$ cat src/rtl/timer_sched_cpu.sv
// rtl/timer_sched_cpu.sv - multi-channel timer scheduler sharing one prescaler and one decrementer
// Ports: clk_i clock; reset_i asynchronous active-high reset;
//        address_i/data_i/rd_wr_i register bus (rd_wr_i=1 write, 0 read, every cycle);
//        data_o registered read data; irq_o registered interrupt |((pending[|overrun]) & irq_en).
// Registers at BaseAddress + k*Address_Wording: 0 LOAD, 1 SEL, 2 CTRL, 3 STATUS, 4 ACTIVE, 5 IRQEN,
//        6 OVERRUN when TIMER_SCHED_OVERRUN_EN is defined (reads 0 otherwise).
module timer_sched_cpu #(
    parameter int BaseAddress     = 0,
    parameter int FPGAClkSpeed    = 0,
    parameter int TimerClkSpeed   = 0,
    parameter int address_width   = 16,
    parameter int data_width      = 8,
    parameter int Address_Wording = 1,
    parameter int NumChannels     = 4
) (
    input  logic                     clk_i,
    input  logic                     reset_i,
    input  logic [address_width-1:0] address_i,
    input  logic [data_width-1:0]    data_i,
    output logic [data_width-1:0]    data_o,
    input  logic                     rd_wr_i,
    output logic                     irq_o
);

    // A zero clock rate would divide by zero; fall back to the smallest divider
    // that still lets a full scan finish between ticks.
    localparam int TimerDiv = (TimerClkSpeed > 0) ? TimerClkSpeed : 1;
    localparam int RawDiv   = FPGAClkSpeed / TimerDiv;
    localparam int Divider  = (RawDiv >= NumChannels + 2) ? RawDiv : NumChannels + 2;

    localparam logic [31:0] PreLast = 32'(Divider - 1);
    localparam logic [2:0]  LastIdx = 3'(NumChannels - 1);

    localparam logic [address_width-1:0] AddrLoad   = address_width'(BaseAddress);
    localparam logic [address_width-1:0] AddrSel    = address_width'(BaseAddress + 1 * Address_Wording);
    localparam logic [address_width-1:0] AddrCtrl   = address_width'(BaseAddress + 2 * Address_Wording);
    localparam logic [address_width-1:0] AddrStatus = address_width'(BaseAddress + 3 * Address_Wording);
    localparam logic [address_width-1:0] AddrActive = address_width'(BaseAddress + 4 * Address_Wording);
    localparam logic [address_width-1:0] AddrIrqEn  = address_width'(BaseAddress + 5 * Address_Wording);
`ifdef TIMER_SCHED_OVERRUN_EN
    localparam logic [address_width-1:0] AddrOverrun = address_width'(BaseAddress + 6 * Address_Wording);
`endif

    typedef enum logic {
        ST_IDLE,
        ST_SCAN
    } state_t;

    state_t                 state;
    logic [2:0]             idx;
    logic                   tick_pend;
    logic                   tick;
    logic [31:0]            pre_cnt;
    logic [31:0]            staging;
    logic [2:0]             sel;

    logic [31:0]            reload [NumChannels];
    logic [31:0]            count  [NumChannels];
    logic [NumChannels-1:0] active;
    logic [NumChannels-1:0] periodic;
    logic [NumChannels-1:0] pending;
    logic [NumChannels-1:0] irq_en;

    logic [NumChannels-1:0] svc;
    logic [NumChannels-1:0] cpu_start;
    logic [NumChannels-1:0] cpu_stop;
    logic [NumChannels-1:0] expire;
    logic [NumChannels-1:0] decr;
    logic [NumChannels-1:0] status_clr;
    logic [NumChannels-1:0] pending_nxt;
    logic [NumChannels-1:0] irq_src;
    logic [7:0]             rd_data;

    logic wr_load;
    logic wr_sel;
    logic wr_ctrl;
    logic wr_irqen;
    logic rd_status;

`ifdef TIMER_SCHED_OVERRUN_EN
    logic [NumChannels-1:0] overrun;
    logic [NumChannels-1:0] overrun_clr;
    logic [NumChannels-1:0] overrun_nxt;
    logic                   rd_overrun;
`endif

    assign tick      = (pre_cnt == PreLast);
    assign wr_load   = rd_wr_i && (address_i == AddrLoad);
    assign wr_sel    = rd_wr_i && (address_i == AddrSel);
    assign wr_ctrl   = rd_wr_i && (address_i == AddrCtrl);
    assign wr_irqen  = rd_wr_i && (address_i == AddrIrqEn);
    assign rd_status = !rd_wr_i && (address_i == AddrStatus);

    // Per-channel events for this cycle. A CPU start on the channel being
    // scanned suppresses that channel's decrement/expiry; a stop does not.
    always_comb begin
        svc       = '0;
        cpu_start = '0;
        cpu_stop  = '0;
        expire    = '0;
        decr      = '0;
        for (int i = 0; i < NumChannels; i++) begin
            svc[i]       = (state == ST_SCAN) && (idx == 3'(i));
            cpu_stop[i]  = wr_ctrl && (sel == 3'(i)) && data_i[2];
            cpu_start[i] = wr_ctrl && (sel == 3'(i)) && data_i[0] && !data_i[2];
            expire[i]    = svc[i] && active[i] && !cpu_start[i] && (count[i] == 32'd0);
            decr[i]      = svc[i] && active[i] && !cpu_start[i] && (count[i] != 32'd0);
        end
    end

    // A STATUS read clears only the bits it returns; a simultaneous expiry wins.
    assign status_clr  = rd_status ? pending : '0;
    assign pending_nxt = (pending & ~status_clr) | expire;

`ifdef TIMER_SCHED_OVERRUN_EN
    assign rd_overrun  = !rd_wr_i && (address_i == AddrOverrun);
    assign overrun_clr = rd_overrun ? overrun : '0;
    assign overrun_nxt = (overrun & ~overrun_clr) | (expire & pending);
    assign irq_src     = pending | overrun;
`else
    assign irq_src     = pending;
`endif

    always_comb begin
        rd_data = 8'h00;
        if (address_i == AddrSel) begin
            rd_data = {5'b00000, sel};
        end else if (address_i == AddrStatus) begin
            rd_data = 8'(pending);
        end else if (address_i == AddrActive) begin
            rd_data = 8'(active);
        end else if (address_i == AddrIrqEn) begin
            rd_data = 8'(irq_en);
`ifdef TIMER_SCHED_OVERRUN_EN
        end else if (address_i == AddrOverrun) begin
            rd_data = 8'(overrun);
`endif
        end
    end

    always_ff @(posedge clk_i or posedge reset_i) begin
        if (reset_i) begin
            data_o    <= '0;
            irq_o     <= 1'b0;
            staging   <= '0;
            sel       <= '0;
            irq_en    <= '0;
            pre_cnt   <= '0;
            state     <= ST_IDLE;
            idx       <= '0;
            tick_pend <= 1'b0;
            active    <= '0;
            periodic  <= '0;
            pending   <= '0;
`ifdef TIMER_SCHED_OVERRUN_EN
            overrun   <= '0;
`endif
            for (int i = 0; i < NumChannels; i++) begin
                reload[i] <= '0;
                count[i]  <= '0;
            end
        end else begin
            if (!rd_wr_i) begin
                data_o <= data_width'(rd_data);
            end
            irq_o <= |(irq_src & irq_en);

            if (wr_load) begin
                staging <= {staging[23:0], data_i[7:0]};
            end
            if (wr_sel) begin
                sel <= data_i[2:0];
            end
            if (wr_irqen) begin
                irq_en <= data_i[NumChannels-1:0];
            end

            pre_cnt <= tick ? 32'd0 : pre_cnt + 32'd1;

            case (state)
                ST_IDLE: begin
                    if (tick || tick_pend) begin
                        state     <= ST_SCAN;
                        idx       <= 3'd0;
                        tick_pend <= 1'b0;
                    end
                end
                ST_SCAN: begin
                    // A tick landing mid-scan is remembered, not dropped.
                    if (tick) begin
                        tick_pend <= 1'b1;
                    end
                    if (idx == LastIdx) begin
                        state <= ST_IDLE;
                    end else begin
                        idx <= idx + 3'd1;
                    end
                end
                default: state <= ST_IDLE;
            endcase

            pending <= pending_nxt;
`ifdef TIMER_SCHED_OVERRUN_EN
            overrun <= overrun_nxt;
`endif

            for (int i = 0; i < NumChannels; i++) begin
                if (cpu_start[i]) begin
                    reload[i]   <= staging;
                    count[i]    <= staging;
                    active[i]   <= 1'b1;
                    periodic[i] <= data_i[1];
                end else begin
                    if (decr[i]) begin
                        count[i] <= count[i] - 32'd1;
                    end
                    if (expire[i]) begin
                        if (periodic[i]) begin
                            count[i] <= reload[i];
                        end else begin
                            active[i] <= 1'b0;
                        end
                    end
                    if (cpu_stop[i]) begin
                        active[i] <= 1'b0;
                    end
                end
            end
        end
    end

endmodule
$ cat config.mk
export PLATFORM = sky130hd
export DESIGN_NAME = timer_sched_cpu
export DESIGN_NICKNAME = d
export VERILOG_FILES = /design/src/rtl/timer_sched_cpu.sv
export SDC_FILE = /design/constraint.sdc
export NUM_CORES = 1
export LEC_CHECK = 0
export CAP_MARGIN = 10
export CELL_PAD_IN_SITES_DETAIL_PLACEMENT = 1
export CELL_PAD_IN_SITES_GLOBAL_PLACEMENT = 2
export CORE_UTILIZATION = 43
export DETAILED_ROUTE_END_ITERATION = 12
export PLACE_DENSITY = 0.93
export SYNTH_ARGS = -nofsm -noshare
export SYNTH_HDL_FRONTEND = slang
export SYNTH_SLANG_ARGS = --single-unit
$ cat constraint.sdc
create_clock -name clk_i -period 29.8 [get_ports clk_i]
set_input_delay 5.96 -clock clk_i [delete_from_list [all_inputs] [get_ports clk_i]]
set_output_delay 5.96 -clock clk_i [all_outputs]
set_load 0.01 [all_outputs]
==> report_table.html, run 1 <==
<table>
<tr><th>Metric</th><th>Value</th></tr>
<tr><th colspan="2">Status</th></tr>
<tr><td>Result of the run</td><td>finished clean</td></tr>
<tr><th colspan="2">Die</th></tr>
<tr><td>Core footprint</td><td>approximately 40000 um2</td></tr>
<tr><td>Effective utilization at floorplan</td><td>44.1%</td></tr>
<tr><td>I/O pin count</td><td>36</td></tr>
<tr><td>Die area</td><td>41900 um2</td></tr>
<tr><td>Die width</td><td>205 um</td></tr>
<tr><td>Cell Rows</td><td>between 70 and 80</td></tr>
<tr><td>Die boundary height</td><td>205 um</td></tr>
<tr><th colspan="2">Worst setup path</th></tr>
<tr><td>Number of cell instances on the worst register-to-register path</td><td>6</td></tr>
<tr><td>Worst Path Buf+Inv</td><td>2</td></tr>
<tr><td>Critical register-to-register path startpoint</td><td>count[75]$_DFF_PP0_</td></tr>
<tr><td>Sequence of cells on the critical path</td><td>clkdlybuf4s50_1 -&gt; nor4_1 -&gt; nand4b_1 -&gt; or4_1 -&gt; buf_4 -&gt; nand4_1 -&gt; o31ai_1 -&gt; nor2b_1 -&gt; o21ai_0</td></tr>
<tr><td>Crit path kind</td><td>in2reg</td></tr>
<tr><td>Maximum fanout encountered on the critical timing path</td><td>53</td></tr>
<tr><td>Cell family with the largest share of critical-path delay</td><td>simple AND/OR/NAND/NOR gates</td></tr>
<tr><td>Critical Path Source Type</td><td>primary input</td></tr>
<tr><td>CP Data Arrival Time</td><td>9750 ps</td></tr>
<tr><td>Required time worst endpoint</td><td>approximately 30000 ps</td></tr>
<tr><td>Library cell contributing the largest single delay on the critical path</td><td>nand4b_1</td></tr>
<tr><td>Setup slack, reg-to-reg</td><td>~26000 ps</td></tr>
<tr><td>Reg2Reg Capture Point</td><td>count[70]$_DFF_PP0_</td></tr>
<tr><td>Longest individual stage delay on the worst path</td><td>roughly 820 ps</td></tr>
<tr><td>Kind of end point of the critical path</td><td>flop</td></tr>
<tr><th colspan="2">Clocking</th></tr>
<tr><td>Number of H-tree branching levels</td><td>2</td></tr>
<tr><td>TritonCTS clock tree</td><td>yes</td></tr>
<tr><td>Number of clock sinks</td><td>349</td></tr>
<tr><td>Post-CTS repair timing setup buffer count</td><td>0</td></tr>
<tr><td>Clock-pin slew reported for the worst setup and hold paths after clock tree synthesis</td><td>60 ps</td></tr>
<tr><td>Post-CTS Hold Buffers</td><td>0</td></tr>
<tr><td>Clock latency on the worst-skew pair</td><td>between 500 and 600 ps</td></tr>
<tr><td>Largest buffer count on any clock path</td><td>3</td></tr>
<tr><td>TritonCTS buffer count</td><td>40</td></tr>
<tr><td>Clock root buffer</td><td>clkbuf_16</td></tr>
<tr><td>Number of resized instances in the post-cts repair step</td><td>0</td></tr>
<tr><th colspan="2">Timing</th></tr>
<tr><td>Actual slew at the worst max-slew pin</td><td>approximately 1200 ps</td></tr>
<tr><td>Tightest slew margin relative to the limit</td><td>about a fifth</td></tr>
<tr><td>Worst Setup Slack, final</td><td>20450 ps</td></tr>
<tr><td>Final setup violation count</td><td>0</td></tr>
<tr><td>Max-slew violations</td><td>0</td></tr>
<tr><td>Period Utilization, post-route</td><td>31.4%</td></tr>
<tr><td>Post-layout min period</td><td>9350 ps</td></tr>
<tr><td>RSZ-0062 raised after global routing</td><td>no</td></tr>
<tr><td>Max Fclk</td><td>between 0.1 and 0.15 GHz</td></tr>
<tr><td>Number of endpoints with negative hold slack in the final report</td><td>0</td></tr>
<tr><td>Post-route clock skew</td><td>approximately 32 ps</td></tr>
<tr><td>Total negative setup slack</td><td>0 ps</td></tr>
<tr><th colspan="2">Global route</th></tr>
<tr><td>Met2 usage</td><td>46.4%</td></tr>
<tr><td>Overflow after GRT</td><td>0</td></tr>
<tr><td>Global routing's busiest layer</td><td>met2</td></tr>
<tr><td>Met3 track demand over resource</td><td>under 10%</td></tr>
<tr><td>First-pass GRT wire length</td><td>93600 um</td></tr>
<tr><td>Maximum number of pins on one net before global-route repair</td><td>127</td></tr>
<tr><td>Vias in the first global route</td><td>16200</td></tr>
<tr><td>M1 GR Usage</td><td>38.2%</td></tr>
<tr><td>Total Routing Usage GR</td><td>28.9%</td></tr>
<tr><td>Initial antenna violation count</td><td>0</td></tr>
<tr><th colspan="2">Synth</th></tr>
<tr><td>Synth Register Bits</td><td>349</td></tr>
<tr><td>Cell area after technology mapping</td><td>between 15000 and 20000 um2</td></tr>
<tr><td>Count of synthesis-stage warnings from yosys</td><td>0</td></tr>
<tr><td>Post-synthesis async set-or-reset flop share</td><td>100%</td></tr>
<tr><td>Commonest register cell after synthesis</td><td>dfrtp_1</td></tr>
<tr><td>Gate count after technology mapping</td><td>2008</td></tr>
<tr><td>Sequential-to-total area share from yosys stat</td><td>49.4%</td></tr>
<tr><td>Number of different library cells in the post-synthesis netlist</td><td>66</td></tr>
<tr><td>EDFF count, synth</td><td>0</td></tr>
<tr><td>Average cell area after synthesis</td><td>8.80 um2</td></tr>
<tr><th colspan="2">Cells and area</th></tr>
<tr><td>Area of combinational cells with multiple inputs</td><td>8490 um2</td></tr>
<tr><td>Most common cell after layout, fill and taps aside</td><td>nand2_1</td></tr>
<tr><td>Share of layout cells above drive strength 1</td><td>8.51%</td></tr>
<tr><td>Commonest non-fill, non-tap cells in the layout</td><td>508 x nand2_1, 349 x dfrtp_1, 135 x nor2_1</td></tr>
<tr><td>Post-layout net count</td><td>2046</td></tr>
<tr><td>Fill cell instance count of the final layout</td><td>~4600</td></tr>
<tr><td>Final core utilization</td><td>49.6%</td></tr>
<tr><td>Post-route standard cell area excluding fillers</td><td>19900 um2</td></tr>
<tr><td>Area growth from synthesis to final layout</td><td>12.6%</td></tr>
<tr><td>Antenna cell count</td><td>0</td></tr>
<tr><td>Combined flip-flop and latch cell area</td><td>8730 um2</td></tr>
<tr><th colspan="2">Job</th></tr>
<tr><td>Max Cap Violations</td><td>0</td></tr>
<tr><th colspan="2">Power</th></tr>
<tr><td>Sequential share of power</td><td>47.0%</td></tr>
<tr><td>Internal power of the cells</td><td>0.789 mW</td></tr>
<tr><td>Worst ir drop on vdd</td><td>slightly above 0.03 mV</td></tr>
<tr><td>Net switching power</td><td>0.219 mW</td></tr>
<tr><td>Power share of the clock group</td><td>51.4%</td></tr>
<tr><td>Combinational share of power</td><td>1.6%</td></tr>
<tr><td>LEAKAGE</td><td>9.16 nW</td></tr>
<tr><td>Overall power of the completed layout</td><td>1.01 mW</td></tr>
<tr><td>Pwr/cell area</td><td>50.6 nW/um2</td></tr>
<tr><td>Share of total power consumed by net switching</td><td>21.7%</td></tr>
<tr><th colspan="2">Route</th></tr>
<tr><td>Via count of the routed design</td><td>15400</td></tr>
<tr><td>Count of nets left with antenna violations after detail routing</td><td>0</td></tr>
<tr><td>Routed wire length</td><td>58900 um</td></tr>
<tr><td>Detailed-router iteration count before antenna repair</td><td>5</td></tr>
<tr><td>Routed wire per std cell</td><td>23.0 um</td></tr>
<tr><td>Via density per instance</td><td>6.03</td></tr>
<tr><td>Number of DRC violations after detailed-routing iteration 0</td><td>1179</td></tr>
<tr><td>Post-detailed-route DRC marker count</td><td>0</td></tr>
<tr><th colspan="2">Placement</th></tr>
<tr><td>Quantity of I/O buffers inserted on ports</td><td>31</td></tr>
<tr><td>Detail Placement HPWL</td><td>38000 um</td></tr>
<tr><td>Setup Slack @ Placement</td><td>20000 ps</td></tr>
<tr><td>Routability congestion estimate from global placement</td><td>0.871</td></tr>
<tr><td>Post-Place Cell Area</td><td>between 15000 and 20000 um2</td></tr>
<tr><th colspan="2">Worst hold path</th></tr>
<tr><td>Min-Delay Endpoint</td><td>reload[36]$_DFFE_PP0P_</td></tr>
<tr><td>Worst min-delay path class</td><td>reg2reg</td></tr>
<tr><td>Hold-critical path depth</td><td>2</td></tr>
<tr><td>Start point of the worst hold path</td><td>reload[36]$_DFFE_PP0P_</td></tr>
</table>
## layer usage
layer | share of wire [%] | routed length, um
met1 | 44 | 25700
met2 | 46 | 27400
met3 | 6.0 | 3560
met4 | 3.9 | 2280
met5 | 0 | 0
## registers in the layout (all words and copies together), names as in the netlist, 3 cells and up
register and count:
active 4, reload 128, sel 3, data_o 4, pre_cnt 32, idx 3
irq_src 4, staging 32, count 128, periodic 4, irq_en 4
## Yosys cell counts, types with 4 or more instances
| master | n | share of area (%) |
|---|---|---|
| nand2_1 | 508 | 11 |
| nor2b_1 | 7 | 0.25 |
| nand3_1 | 62 | 1.8 |
| o41ai_1 | 8 | 0.40 |
| o21a_1 | 4 | 0.17 |
| o311ai_0 | 5 | 0.25 |
| nor4_1 | 64 | 2.3 |
| ha_1 | 15 | 1.1 |
| o211ai_1 | 10 | 0.42 |
| a21oi_1 | 95 | 2.7 |
| xor2_1 | 52 | 2.6 |
| and2_1 | 5 | 0.18 |
| nor4b_1 | 4 | 0.20 |
| o21ai_0 | 124 | 3.5 |
| nor3_2 | 5 | 0.28 |
| and4_1 | 4 | 0.20 |
| mux2i_1 | 6 | 0.34 |
| nand4_1 | 42 | 1.5 |
| a22oi_1 | 6 | 0.25 |
| a211oi_1 | 4 | 0.17 |
| or4_1 | 34 | 1.4 |
| nand4b_1 | 6 | 0.30 |
| buf_4 | 4 | 0.17 |
| o31ai_1 | 6 | 0.25 |
| a222oi_1 | 4 | 0.23 |
| or2_2 | 9 | 0.32 |
| nor3b_1 | 5 | 0.21 |
| inv_1 | 26 | 0.55 |
| or3_1 | 18 | 0.64 |
| xnor2_1 | 63 | 3.1 |
| a21boi_0 | 8 | 0.34 |
| nor3_1 | 66 | 1.9 |
| o31a_1 | 4 | 0.20 |
| clkbuf_1 | 101 | 2.1 |
| and3_1 | 14 | 0.50 |
| o22ai_1 | 5 | 0.18 |
| dfrtp_1 | 349 | 49 |
| a221oi_1 | 4 | 0.20 |
| mux2_2 | 42 | 2.7 |
| and4b_1 | 5 | 0.28 |
| nor2_1 | 137 | 2.9 |
| a31oi_1 | 21 | 0.74 |
| nand2b_1 | 8 | 0.28 |
## worst min-delay path: cells and delay by family (launching register included)
kind             cells  cell delay, ps
and+or+nand+nor      2             110
DFF                  1             320
## final cells by class
cell class                      count  share of cell area (%)
Inverter                           26                   0.528
Clock inverter                      9                   0.553
Sequential cell                   349                    43.9
Timing Repair Buffer               61                    2.69
Tap cell                          525                    3.30
Clock buffer                       62                    6.41
Multi-Input combinational cell   1526                    42.6
## through the flow
step           hold WS [ps]  cells
2_1_floorplan           428   2011
3_3_place_gp            440   2487
3_5_place_dp            452   2487
4_1_cts                 464   2558
5_1_grt                 486   2558
6_report                466   2558
## cell families after synthesis
| family | after synthesis | share of synthesized area (%) |
|---|---|---|
| muxes | 48 | 3.02 |
| buffers and inverters | 136 | 3.00 |
| xor gates and xnor gates | 115 | 5.70 |
| other | 1 | 0.0212 |
| AOI/OAI and AO/OA | 329 | 11.0 |
| adders and majority gates | 15 | 1.06 |
| DFF | 349 | 49.4 |
| and+or+nand+nor | 1015 | 26.8 |
## how the worst max path moves through the flow
stage / endpoint / from / slack (ps) / cells past startpoint
floorplan: active[0]$_DFFE_PP0P_ / reset_i / 14160 / 1
global placement: count[126]$_DFF_PP0_ / address_i[5] / 20150 / 9
detailed placement: count[126]$_DFF_PP0_ / address_i[5] / 20000 / 9
CTS: count[127]$_DFF_PP0_ / address_i[5] / 20530 / 9
global route: count[127]$_DFF_PP0_ / address_i[5] / 20160 / 9
finish: count[127]$_DFF_PP0_ / address_i[5] / 20450 / 9
## power groups by stage
stage | Combinational [mW] | Clock [mW] | Sequential (mW)
after global routing | 0.0184 | 0.543 | 0.474
after global placement | 0.0163 | 0 | 0.483
final | 0.0161 | 0.518 | 0.474
after CTS | 0.0168 | 0.526 | 0.474
after detailed placement | 0.0167 | 0 | 0.483
after floorplan | 0.00847 | 0 | 0.483
No activity file was read; power rests on OpenSTA's default activity.
==> run 2: changes to the inputs <==
Settings changed: CORE_UTILIZATION 43 to 36, PLACE_DENSITY 0.93 to 0.84.
Clock period 29.8 ns to 7.7 ns, I/O delays scaled along.
==> run 2 against run 1 <==
Compared with the run above: sequential cell count is the same; sequential share of layout area down 0.21 points; count of clock-buffer cells in the layout fell by 12; highest routed layer unchanged.
==> report_table.html, run 2 (same netlist as run 1, synthesis figures left out) <==
<table>
<tr><th>Metric</th><th>Value</th></tr>
<tr><th colspan="2">Timing</th></tr>
<tr><td>Total negative setup slack</td><td>0 ps (unchanged)</td></tr>
<tr><td>Post-route clock skew</td><td>21.9 ps (was 32.3 ps)</td></tr>
<tr><td>RSZ-0062 raised after global routing</td><td>no (unchanged)</td></tr>
<tr><td>Worst hold slack after final layout</td><td>460 ps (was 466 ps)</td></tr>
<tr><td>Worst Setup Slack, final</td><td>3110 ps (was 20450 ps)</td></tr>
<tr><td>Tightest slew margin relative to the limit</td><td>17.3% (was 19.6%)</td></tr>
<tr><td>Period Utilization, post-route</td><td>59.6%</td></tr>
<tr><td>Final setup violation count</td><td>0 (unchanged)</td></tr>
<tr><td>Max-slew violations</td><td>0 (unchanged)</td></tr>
<tr><td>Post-layout min period</td><td>4590 ps</td></tr>
<tr><td>Actual slew at the worst max-slew pin</td><td>1240 ps (was 1200 ps)</td></tr>
<tr><td>Number of endpoints with negative hold slack in the final report</td><td>0 (unchanged)</td></tr>
<tr><td>Max Fclk</td><td>0.218 GHz</td></tr>
<tr><th colspan="2">Power</th></tr>
<tr><td>Internal power of the cells</td><td>2.99 mW (was 0.789 mW)</td></tr>
<tr><td>Pwr/cell area</td><td>192 nW/um2 (was 50.6 nW/um2)</td></tr>
<tr><td>Sequential share of power</td><td>47.7% (was 47.0%)</td></tr>
<tr><td>Worst ir drop on vdd</td><td>0.143 mV (was 0.0307 mV)</td></tr>
<tr><td>Power share of the clock group</td><td>50.7% (was 51.4%)</td></tr>
<tr><td>Combinational share of power</td><td>1.7% (was 1.6%)</td></tr>
<tr><td>Net switching power</td><td>0.856 mW (was 0.219 mW)</td></tr>
<tr><td>LEAKAGE</td><td>9.13 nW (was 9.16 nW)</td></tr>
<tr><td>Share of total power consumed by net switching</td><td>22.3% (was 21.7%)</td></tr>
<tr><th colspan="2">Job</th></tr>
<tr><td>Max Cap Violations</td><td>0 (unchanged)</td></tr>
<tr><th colspan="2">Cells and area</th></tr>
<tr><td>Combined flip-flop and latch cell area</td><td>8730 um2 (unchanged)</td></tr>
<tr><td>Most common cell after layout, fill and taps aside</td><td>nand2_1 (unchanged)</td></tr>
<tr><td>Post-layout net count</td><td>2050 (was 2046)</td></tr>
<tr><td>Top flop regs</td><td>count x128, reload x128 (unchanged)</td></tr>
<tr><td>Area of combinational cells with multiple inputs</td><td>8500 um2 (was 8490 um2)</td></tr>
<tr><td>Commonest non-fill, non-tap cells in the layout</td><td>508 x nand2_1, 349 x dfrtp_1, 135 x nor2_1 (unchanged)</td></tr>
<tr><td>Share of layout cells above drive strength 1</td><td>8.65% (was 8.51%)</td></tr>
<tr><td>Post-route standard cell area excluding fillers</td><td>20000 um2 (was 19900 um2)</td></tr>
<tr><td>Fill cell instance count of the final layout</td><td>5560 (was 4639)</td></tr>
<tr><td>Area growth from synthesis to final layout</td><td>13.1% (was 12.6%)</td></tr>
<tr><td>Antenna cell count</td><td>0 (unchanged)</td></tr>
<tr><td>Final core utilization</td><td>41.6% (was 49.6%)</td></tr>
<tr><th colspan="2">Clocking</th></tr>
<tr><td>Number of resized instances in the post-cts repair step</td><td>0 (unchanged)</td></tr>
<tr><td>Number of H-tree branching levels</td><td>2 (unchanged)</td></tr>
<tr><td>Clock-pin slew reported for the worst setup and hold paths after clock tree synthesis</td><td>60 ps (about the same)</td></tr>
<tr><td>Largest buffer count on any clock path</td><td>3 (unchanged)</td></tr>
<tr><td>TritonCTS buffer count</td><td>40 (unchanged)</td></tr>
<tr><td>Clock latency on the worst-skew pair</td><td>580 ps (about the same)</td></tr>
<tr><td>TritonCTS clock tree</td><td>yes (unchanged)</td></tr>
<tr><td>Post-CTS repair timing setup buffer count</td><td>0 (unchanged)</td></tr>
<tr><td>Post-CTS Hold Buffers</td><td>0 (unchanged)</td></tr>
<tr><td>Number of clock sinks</td><td>349 (unchanged)</td></tr>
<tr><td>Clock root buffer</td><td>clkbuf_16 (unchanged)</td></tr>
<tr><th colspan="2">Worst setup path</th></tr>
<tr><td>CP Data Arrival Time</td><td>5020 ps (was 9750 ps)</td></tr>
<tr><td>Worst Path Buf+Inv</td><td>3 (was 2)</td></tr>
<tr><td>Cell family with the largest share of critical-path delay</td><td>simple AND/OR/NAND/NOR gates (unchanged)</td></tr>
<tr><td>Critical Path Source Type</td><td>primary input (unchanged)</td></tr>
<tr><td>Critical path's most frequent cell</td><td>buf_4</td></tr>
<tr><td>Required time worst endpoint</td><td>8130 ps (was 30210 ps)</td></tr>
<tr><td>Sequence of cells on the critical path</td><td>clkdlybuf4s50_1 -&gt; nor4_1 -&gt; nand4b_1 -&gt; buf_4 -&gt; or4_2 -&gt; buf_4 -&gt; nand4_1 -&gt; o41ai_1 -&gt; a21oi_1 -&gt; o21ai_0 (was clkdlybuf4s50_1 -&gt; nor4_1 -&gt; nand4b_1 -&gt; or4_1 -&gt; buf_4 -&gt; nand4_1 -&gt; o31ai_1 -&gt; nor2b_1 -&gt; o21ai_0)</td></tr>
<tr><td>Longest individual stage delay on the worst path</td><td>680 ps (was 820 ps)</td></tr>
<tr><td>Maximum fanout encountered on the critical timing path</td><td>53 (unchanged)</td></tr>
<tr><td>Kind of end point of the critical path</td><td>flop (unchanged)</td></tr>
<tr><td>Library cell contributing the largest single delay on the critical path</td><td>or4_2 (was nand4b_1)</td></tr>
<tr><td>Crit path kind</td><td>in2reg (unchanged)</td></tr>
<tr><th colspan="2">Route</th></tr>
<tr><td>Via density per instance</td><td>5.73 (was 6.03)</td></tr>
<tr><td>Routed wire length</td><td>58400 um (was 58900 um)</td></tr>
<tr><td>Count of nets left with antenna violations after detail routing</td><td>0 (unchanged)</td></tr>
<tr><td>Via count of the routed design</td><td>15200 (was 15400)</td></tr>
<tr><td>Detailed-router iteration count before antenna repair</td><td>5 (unchanged)</td></tr>
<tr><td>Number of DRC violations after detailed-routing iteration 0</td><td>1049 (was 1179)</td></tr>
<tr><td>Routed wire per std cell</td><td>22.0 um (was 23.0 um)</td></tr>
<tr><td>Post-detailed-route DRC marker count</td><td>0 (unchanged)</td></tr>
<tr><th colspan="2">Worst hold path</th></tr>
<tr><td>Worst min-delay path class</td><td>reg2reg (unchanged)</td></tr>
<tr><th colspan="2">Global route</th></tr>
<tr><td>Overflow after GRT</td><td>0 (unchanged)</td></tr>
<tr><td>Vias in the first global route</td><td>15900 (was 16200)</td></tr>
<tr><td>Total Routing Usage GR</td><td>23.8% (was 28.9%)</td></tr>
<tr><td>First-pass GRT wire length</td><td>92500 um (was 93600 um)</td></tr>
<tr><td>Initial antenna violation count</td><td>1 (was 0)</td></tr>
<tr><td>Maximum number of pins on one net before global-route repair</td><td>157 (was 127)</td></tr>
<tr><th colspan="2">Placement</th></tr>
<tr><td>Setup Slack @ Placement</td><td>2520 ps (was 20000 ps)</td></tr>
<tr><td>Routability congestion estimate from global placement</td><td>0.898 (was 0.871)</td></tr>
<tr><td>Quantity of I/O buffers inserted on ports</td><td>31 (unchanged)</td></tr>
<tr><td>Detail Placement HPWL</td><td>38900 um (was 38000 um)</td></tr>
<tr><td>Post-Place Cell Area</td><td>18700 um2 (was 18500 um2)</td></tr>
<tr><th colspan="2">Die</th></tr>
<tr><td>Cell Rows</td><td>80 (was 73)</td></tr>
<tr><td>Die area</td><td>50000 um2 (was 41900 um2)</td></tr>
<tr><td>I/O pin count</td><td>36 (unchanged)</td></tr>
<tr><td>Die boundary height</td><td>224 um (was 205 um)</td></tr>
<tr><td>Die width</td><td>224 um (was 205 um)</td></tr>
<tr><td>Core footprint</td><td>48000 um2 (was 40100 um2)</td></tr>
<tr><td>Effective utilization at floorplan</td><td>36.8% (was 44.1%)</td></tr>
<tr><th colspan="2">Status</th></tr>
<tr><td>Result of the run</td><td>finished clean (unchanged)</td></tr>
</table>
==> run 2: changes by cell type in the layout (fill, tap and decap cells not counted), sizes merged <==
cell | previous run | this run
clkinvlp | 0 | 5
buf | 30 | 34
clkinv | 7 | 9
bufinv | 2 | 4
inv | 26 | 27
clkbuf | 62 | 50
==> run 2: layout make-up <==
cell class / instances / share of cell area (%)
clock buffers: 50 / 5.45
repair buffers: 65 / 2.95
flip-flops and latches: 349 / 43.7
clock inverters: 19 / 1.10
well taps: 615 / 3.85
multi-input cells: 1526 / 42.5
inverters: 26 / 0.507
==> run 2: power by group through the flow <==
| stage | Combinational (mW) | Clock, mW | Sequential, mW |
|---|---|---|---|
| 2_1_floorplan | 0.0330 | 0 | 1.87 |
| 3_3_place_gp | 0.0658 | 0 | 1.87 |
| 3_5_place_dp | 0.0669 | 0 | 1.87 |
| 4_1_cts | 0.0671 | 2.00 | 1.83 |
| 5_1_grt | 0.0732 | 2.06 | 1.83 |
| 6_report | 0.0640 | 1.95 | 1.83 |
==> run 2: stage by stage <==
stage | std cells | total power [mW]
2_1_floorplan | 2011 | 1.90
3_5_place_dp | 2581 | 1.93
6_report | 2650 | 3.85
3_3_place_gp | 2581 | 1.93
4_1_cts | 2650 | 3.90
5_1_grt | 2650 | 3.96
==> run 2: routing by layer <==
layer  routed length [um]  vias to the layer above  track usage (%)
met4                 2160                        0             9.74
met1                26300                     7727             32.3
met5                    0                        -                0
li1                     -                     7024                -
met2                27200                      346             38.6
met3                 2740                       97             2.62
==> run 2: final timing paths <==
check,depth (start not counted),to,start,slack [ps]
min in group asynchronous,2,pre_cnt[26]$_DFF_PP0_,reset_i,1310
max reg2reg,6,count[71]$_DFF_PP0_,count[75]$_DFF_PP0_,3930
max in group asynchronous,4,reload[44]$_DFFE_PP0P_,reset_i,4870
max,10,count[126]$_DFF_PP0_,address_i[5],3110
min,2,reload[36]$_DFFE_PP0P_,reload[36]$_DFFE_PP0P_,460
min reg2reg,2,reload[36]$_DFFE_PP0P_,reload[36]$_DFFE_PP0P_,460
==> run 2: tightest hold or removal path, cell delays in order, from the launching register on <==
cell and delay [ps]:
dfrtp_1 320, nand2_1 60, nand2_1 50
==> run 3: changes to the inputs <==
Clock period 7.7 ns to 4.18 ns, I/O delays scaled along.
==> run 3 against run 2 <==
Compared with the run above: sequential share of layout area down 0.63 points; routed wire length grew 0.35%; combinational power grew 92%; register-to-register slack worse by 3200 ps; critical path depth is 2 lower; count of clock-buffer cells in the layout grew 5; worst setup slack got worse by 2400 ps; non-clock buffer count is 23 higher; via count rose by 0.97%; sequential cell count did not move.
==> report_table.html, run 3 (same netlist as run 1, synthesis figures left out) <==
<table>
<tr><th>Metric</th><th>Value</th></tr>
<tr><th colspan="2">Placement</th></tr>
<tr><td>Quantity of I/O buffers inserted on ports</td><td>31 (unchanged)</td></tr>
<tr><td>Setup Slack @ Placement</td><td>303 ps (was 2520 ps)</td></tr>
<tr><td>Detail Placement HPWL</td><td>39600 um (was 38900 um)</td></tr>
<tr><td>Routability congestion estimate from global placement</td><td>0.867 (was 0.898)</td></tr>
<tr><td>Placed Cells incl. Taps</td><td>2604 (was 2581)</td></tr>
<tr><th colspan="2">Timing</th></tr>
<tr><td>Post-layout min period</td><td>3460 ps</td></tr>
<tr><td>Max Fclk</td><td>0.289 GHz</td></tr>
<tr><td>Final setup violation count</td><td>0 (unchanged)</td></tr>
<tr><td>Max-slew violations</td><td>0 (unchanged)</td></tr>
<tr><td>Total negative setup slack</td><td>0 ps (unchanged)</td></tr>
<tr><td>Worst hold slack after final layout</td><td>460 ps (about the same)</td></tr>
<tr><td>Period Utilization, post-route</td><td>around 83%</td></tr>
<tr><td>Tightest slew margin relative to the limit</td><td>18.1% (was 17.3%)</td></tr>
<tr><td>Worst Setup Slack, final</td><td>720 ps (was 3110 ps)</td></tr>
<tr><td>Post-route clock skew</td><td>22.8 ps (was 21.9 ps)</td></tr>
<tr><td>Actual slew at the worst max-slew pin</td><td>1200 ps (was 1240 ps)</td></tr>
<tr><td>RSZ-0062 raised after global routing</td><td>no (unchanged)</td></tr>
<tr><td>Number of endpoints with negative hold slack in the final report</td><td>0 (unchanged)</td></tr>
<tr><th colspan="2">Route</th></tr>
<tr><td>Routed wire per std cell</td><td>21.9 um (was 22.0 um)</td></tr>
<tr><td>Via density per instance</td><td>5.73 (about the same)</td></tr>
<tr><td>Via count of the routed design</td><td>15300 (was 15200)</td></tr>
<tr><td>Count of nets left with antenna violations after detail routing</td><td>0 (unchanged)</td></tr>
<tr><td>Post-detailed-route DRC marker count</td><td>0 (unchanged)</td></tr>
<tr><td>Routed wire length</td><td>58600 um (was 58400 um)</td></tr>
<tr><td>Detailed-router iteration count before antenna repair</td><td>5 (unchanged)</td></tr>
<tr><td>Number of DRC violations after detailed-routing iteration 0</td><td>1134 (was 1049)</td></tr>
<tr><th colspan="2">Worst setup path</th></tr>
<tr><td>Maximum fanout encountered on the critical timing path</td><td>10 (was 53)</td></tr>
<tr><td>Critical Path Source Type</td><td>flop (was primary input)</td></tr>
<tr><td>Sequence of cells on the critical path</td><td>or4_4 -&gt; or3_1 -&gt; nor4_2 -&gt; buf_4 -&gt; nand2_1 -&gt; nor3_2 -&gt; a21boi_0 -&gt; o21ai_0 (was clkdlybuf4s50_1 -&gt; nor4_1 -&gt; nand4b_1 -&gt; buf_4 -&gt; or4_2 -&gt; buf_4 -&gt; nand4_1 -&gt; o41ai_1 -&gt; a21oi_1 -&gt; o21ai_0)</td></tr>
<tr><td>Kind of end point of the critical path</td><td>flop (unchanged)</td></tr>
<tr><td>Number of cell instances on the worst register-to-register path</td><td>8 (was 6)</td></tr>
<tr><td>Crit path kind</td><td>reg2reg (was in2reg)</td></tr>
<tr><td>Library cell contributing the largest single delay on the critical path</td><td>nor3_2 (was or4_2)</td></tr>
<tr><td>Reg2Reg Capture Point</td><td>count[105]$_DFF_PP0_ (was count[71]$_DFF_PP0_)</td></tr>
<tr><td>Critical register-to-register path startpoint</td><td>count[108]$_DFF_PP0_ (was count[75]$_DFF_PP0_)</td></tr>
<tr><td>Setup slack, reg-to-reg</td><td>720 ps (was 3930 ps)</td></tr>
<tr><td>Required time worst endpoint</td><td>4650 ps (was 8130 ps)</td></tr>
<tr><td>CP Data Arrival Time</td><td>3940 ps (was 5020 ps)</td></tr>
<tr><td>Longest individual stage delay on the worst path</td><td>620 ps (was 680 ps)</td></tr>
<tr><th colspan="2">Cells and area</th></tr>
<tr><td>Commonest non-fill, non-tap cells in the layout</td><td>508 x nand2_1, 349 x dfrtp_1, 135 x nor2_1 (unchanged)</td></tr>
<tr><td>Final core utilization</td><td>42.2% (was 41.6%)</td></tr>
<tr><td>Most common cell after layout, fill and taps aside</td><td>nand2_1 (unchanged)</td></tr>
<tr><td>Top flop regs</td><td>count x128, reload x128 (unchanged)</td></tr>
<tr><td>Share of layout cells above drive strength 1</td><td>9.70% (was 8.65%)</td></tr>
<tr><td>Post-layout net count</td><td>2073 (was 2050)</td></tr>
<tr><td>Area growth from synthesis to final layout</td><td>14.8% (was 13.1%)</td></tr>
<tr><td>Final Instance Count excl. Fillers</td><td>2677 (was 2650)</td></tr>
<tr><th colspan="2">Global route</th></tr>
<tr><td>Overflow after GRT</td><td>0 (unchanged)</td></tr>
<tr><td>Maximum number of pins on one net before global-route repair</td><td>96 (was 157)</td></tr>
<tr><td>Vias in the first global route</td><td>16000 (was 15900)</td></tr>
<tr><td>Total Routing Usage GR</td><td>24.0% (was 23.8%)</td></tr>
<tr><td>First-pass GRT wire length</td><td>93400 um (was 92500 um)</td></tr>
<tr><td>Initial antenna violation count</td><td>3 (was 1)</td></tr>
<tr><th colspan="2">Clocking</th></tr>
<tr><td>Clock-pin slew reported for the worst setup and hold paths after clock tree synthesis</td><td>60 ps (about the same)</td></tr>
<tr><td>Clock latency on the worst-skew pair</td><td>570 ps (was 580 ps)</td></tr>
<tr><td>Post-CTS Hold Buffers</td><td>0 (unchanged)</td></tr>
<tr><td>TritonCTS clock tree</td><td>yes (unchanged)</td></tr>
<tr><td>Number of clock sinks</td><td>349 (unchanged)</td></tr>
<tr><td>Number of resized instances in the post-cts repair step</td><td>0 (unchanged)</td></tr>
<tr><td>Largest buffer count on any clock path</td><td>3 (unchanged)</td></tr>
<tr><td>Number of H-tree branching levels</td><td>2 (unchanged)</td></tr>
<tr><td>Post-CTS repair timing setup buffer count</td><td>0 (unchanged)</td></tr>
<tr><td>TritonCTS buffer count</td><td>40 (unchanged)</td></tr>
<tr><td>Clock root buffer</td><td>clkbuf_16 (unchanged)</td></tr>
<tr><th colspan="2">Power</th></tr>
<tr><td>LEAKAGE</td><td>9.31 nW (was 9.13 nW)</td></tr>
<tr><td>Worst ir drop on vdd</td><td>0.229 mV (was 0.143 mV)</td></tr>
<tr><td>Pwr/cell area</td><td>359 nW/um2 (was 192 nW/um2)</td></tr>
<tr><th colspan="2">Die</th></tr>
<tr><td>Die boundary height</td><td>224 um (unchanged)</td></tr>
<tr><td>Die width</td><td>224 um (unchanged)</td></tr>
<tr><td>Core footprint</td><td>48000 um2 (unchanged)</td></tr>
<tr><td>Die area</td><td>50000 um2 (unchanged)</td></tr>
<tr><td>I/O pin count</td><td>36 (unchanged)</td></tr>
<tr><td>Cell Rows</td><td>80 (unchanged)</td></tr>
<tr><td>Effective utilization at floorplan</td><td>36.8% (unchanged)</td></tr>
<tr><th colspan="2">Worst hold path</th></tr>
<tr><td>Min-Delay Endpoint</td><td>reload[122]$_DFFE_PP0P_ (was reload[36]$_DFFE_PP0P_)</td></tr>
<tr><td>Hold-critical path depth</td><td>2 (unchanged)</td></tr>
<tr><td>Start point of the worst hold path</td><td>reload[122]$_DFFE_PP0P_ (was reload[36]$_DFFE_PP0P_)</td></tr>
<tr><td>Worst min-delay path class</td><td>reg2reg (unchanged)</td></tr>
<tr><th colspan="2">Status</th></tr>
<tr><td>Result of the run</td><td>finished clean (unchanged)</td></tr>
<tr><th colspan="2">Job</th></tr>
<tr><td>Max Cap Violations</td><td>0 (unchanged)</td></tr>
</table>
[run 3: cell count changes in the layout (fill, tap and decap cells not counted), sizes merged]
cell	before	now
inv	27	26
diode	0	1
clkinvlp	5	3
clkinv	9	8
bufinv	4	6
clkbuf	50	55
buf	34	57
[run 3: area by class of cell]
cell class / count / area [um2]
antenna: 1 / 2.50
clock buffer: 55 / 1150
clock inverter: 17 / 248
fill: 5515 / 27800
inverter: 26 / 101
multi-input combinational: 1526 / 8490
sequential: 349 / 8730
tap: 615 / 769
timing repair buffer: 88 / 801
[run 3: where the power goes]
group	internal [mW]	switching, mW	total [mW]
logic	0.0350	0.0884	0.123
clock network	2.30	1.49	3.79
registers	3.38	0.000300	3.38
total	5.71	1.58	7.29
[run 3: how the worst max path moves through the flow]
stage	slack, ps	start	cells past startpoint	endpoint
floorplan	-1330	reset_i	1	active[0]$_DFFE_PP0P_
global placement	350	address_i[5]	9	count[29]$_DFF_PP0_
detailed placement	300	address_i[4]	9	count[29]$_DFF_PP0_
CTS	640	count[108]$_DFF_PP0_	8	count[105]$_DFF_PP0_
global route	380	count[108]$_DFF_PP0_	8	count[107]$_DFF_PP0_
finish	720	count[108]$_DFF_PP0_	8	count[105]$_DFF_PP0_
[run 3: stage by stage]
| step | cell area, um2 | total power, mW |
|---|---|---|
| 2_1_floorplan | 17700 | 3.50 |
| 3_3_place_gp | 18900 | 3.57 |
| 3_5_place_dp | 18900 | 3.57 |
| 4_1_cts | 20300 | 7.38 |
| 5_1_grt | 20300 | 7.51 |
| 6_report | 20300 | 7.29 |
[run 3: critical path, delay by kind of cell, from the launching register on]
family / cells / cell delay [ps]
DFF: 1 / 420
and+or+nand+nor: 5 / 2290
AOI/OAI and AO/OA: 2 / 420
buffers and inverters: 1 / 250
[run 3: routing by layer]
layer	share of wire (%)	wire (um)	vias up	global-route usage [%]
met1	46	27000	7827	33.1
met2	45	26200	352	37.3
li1	-	-	7058	-
met3	5.1	2990	103	3.31
met4	4.2	2460	2	11.2
met5	0.017	10	-	0
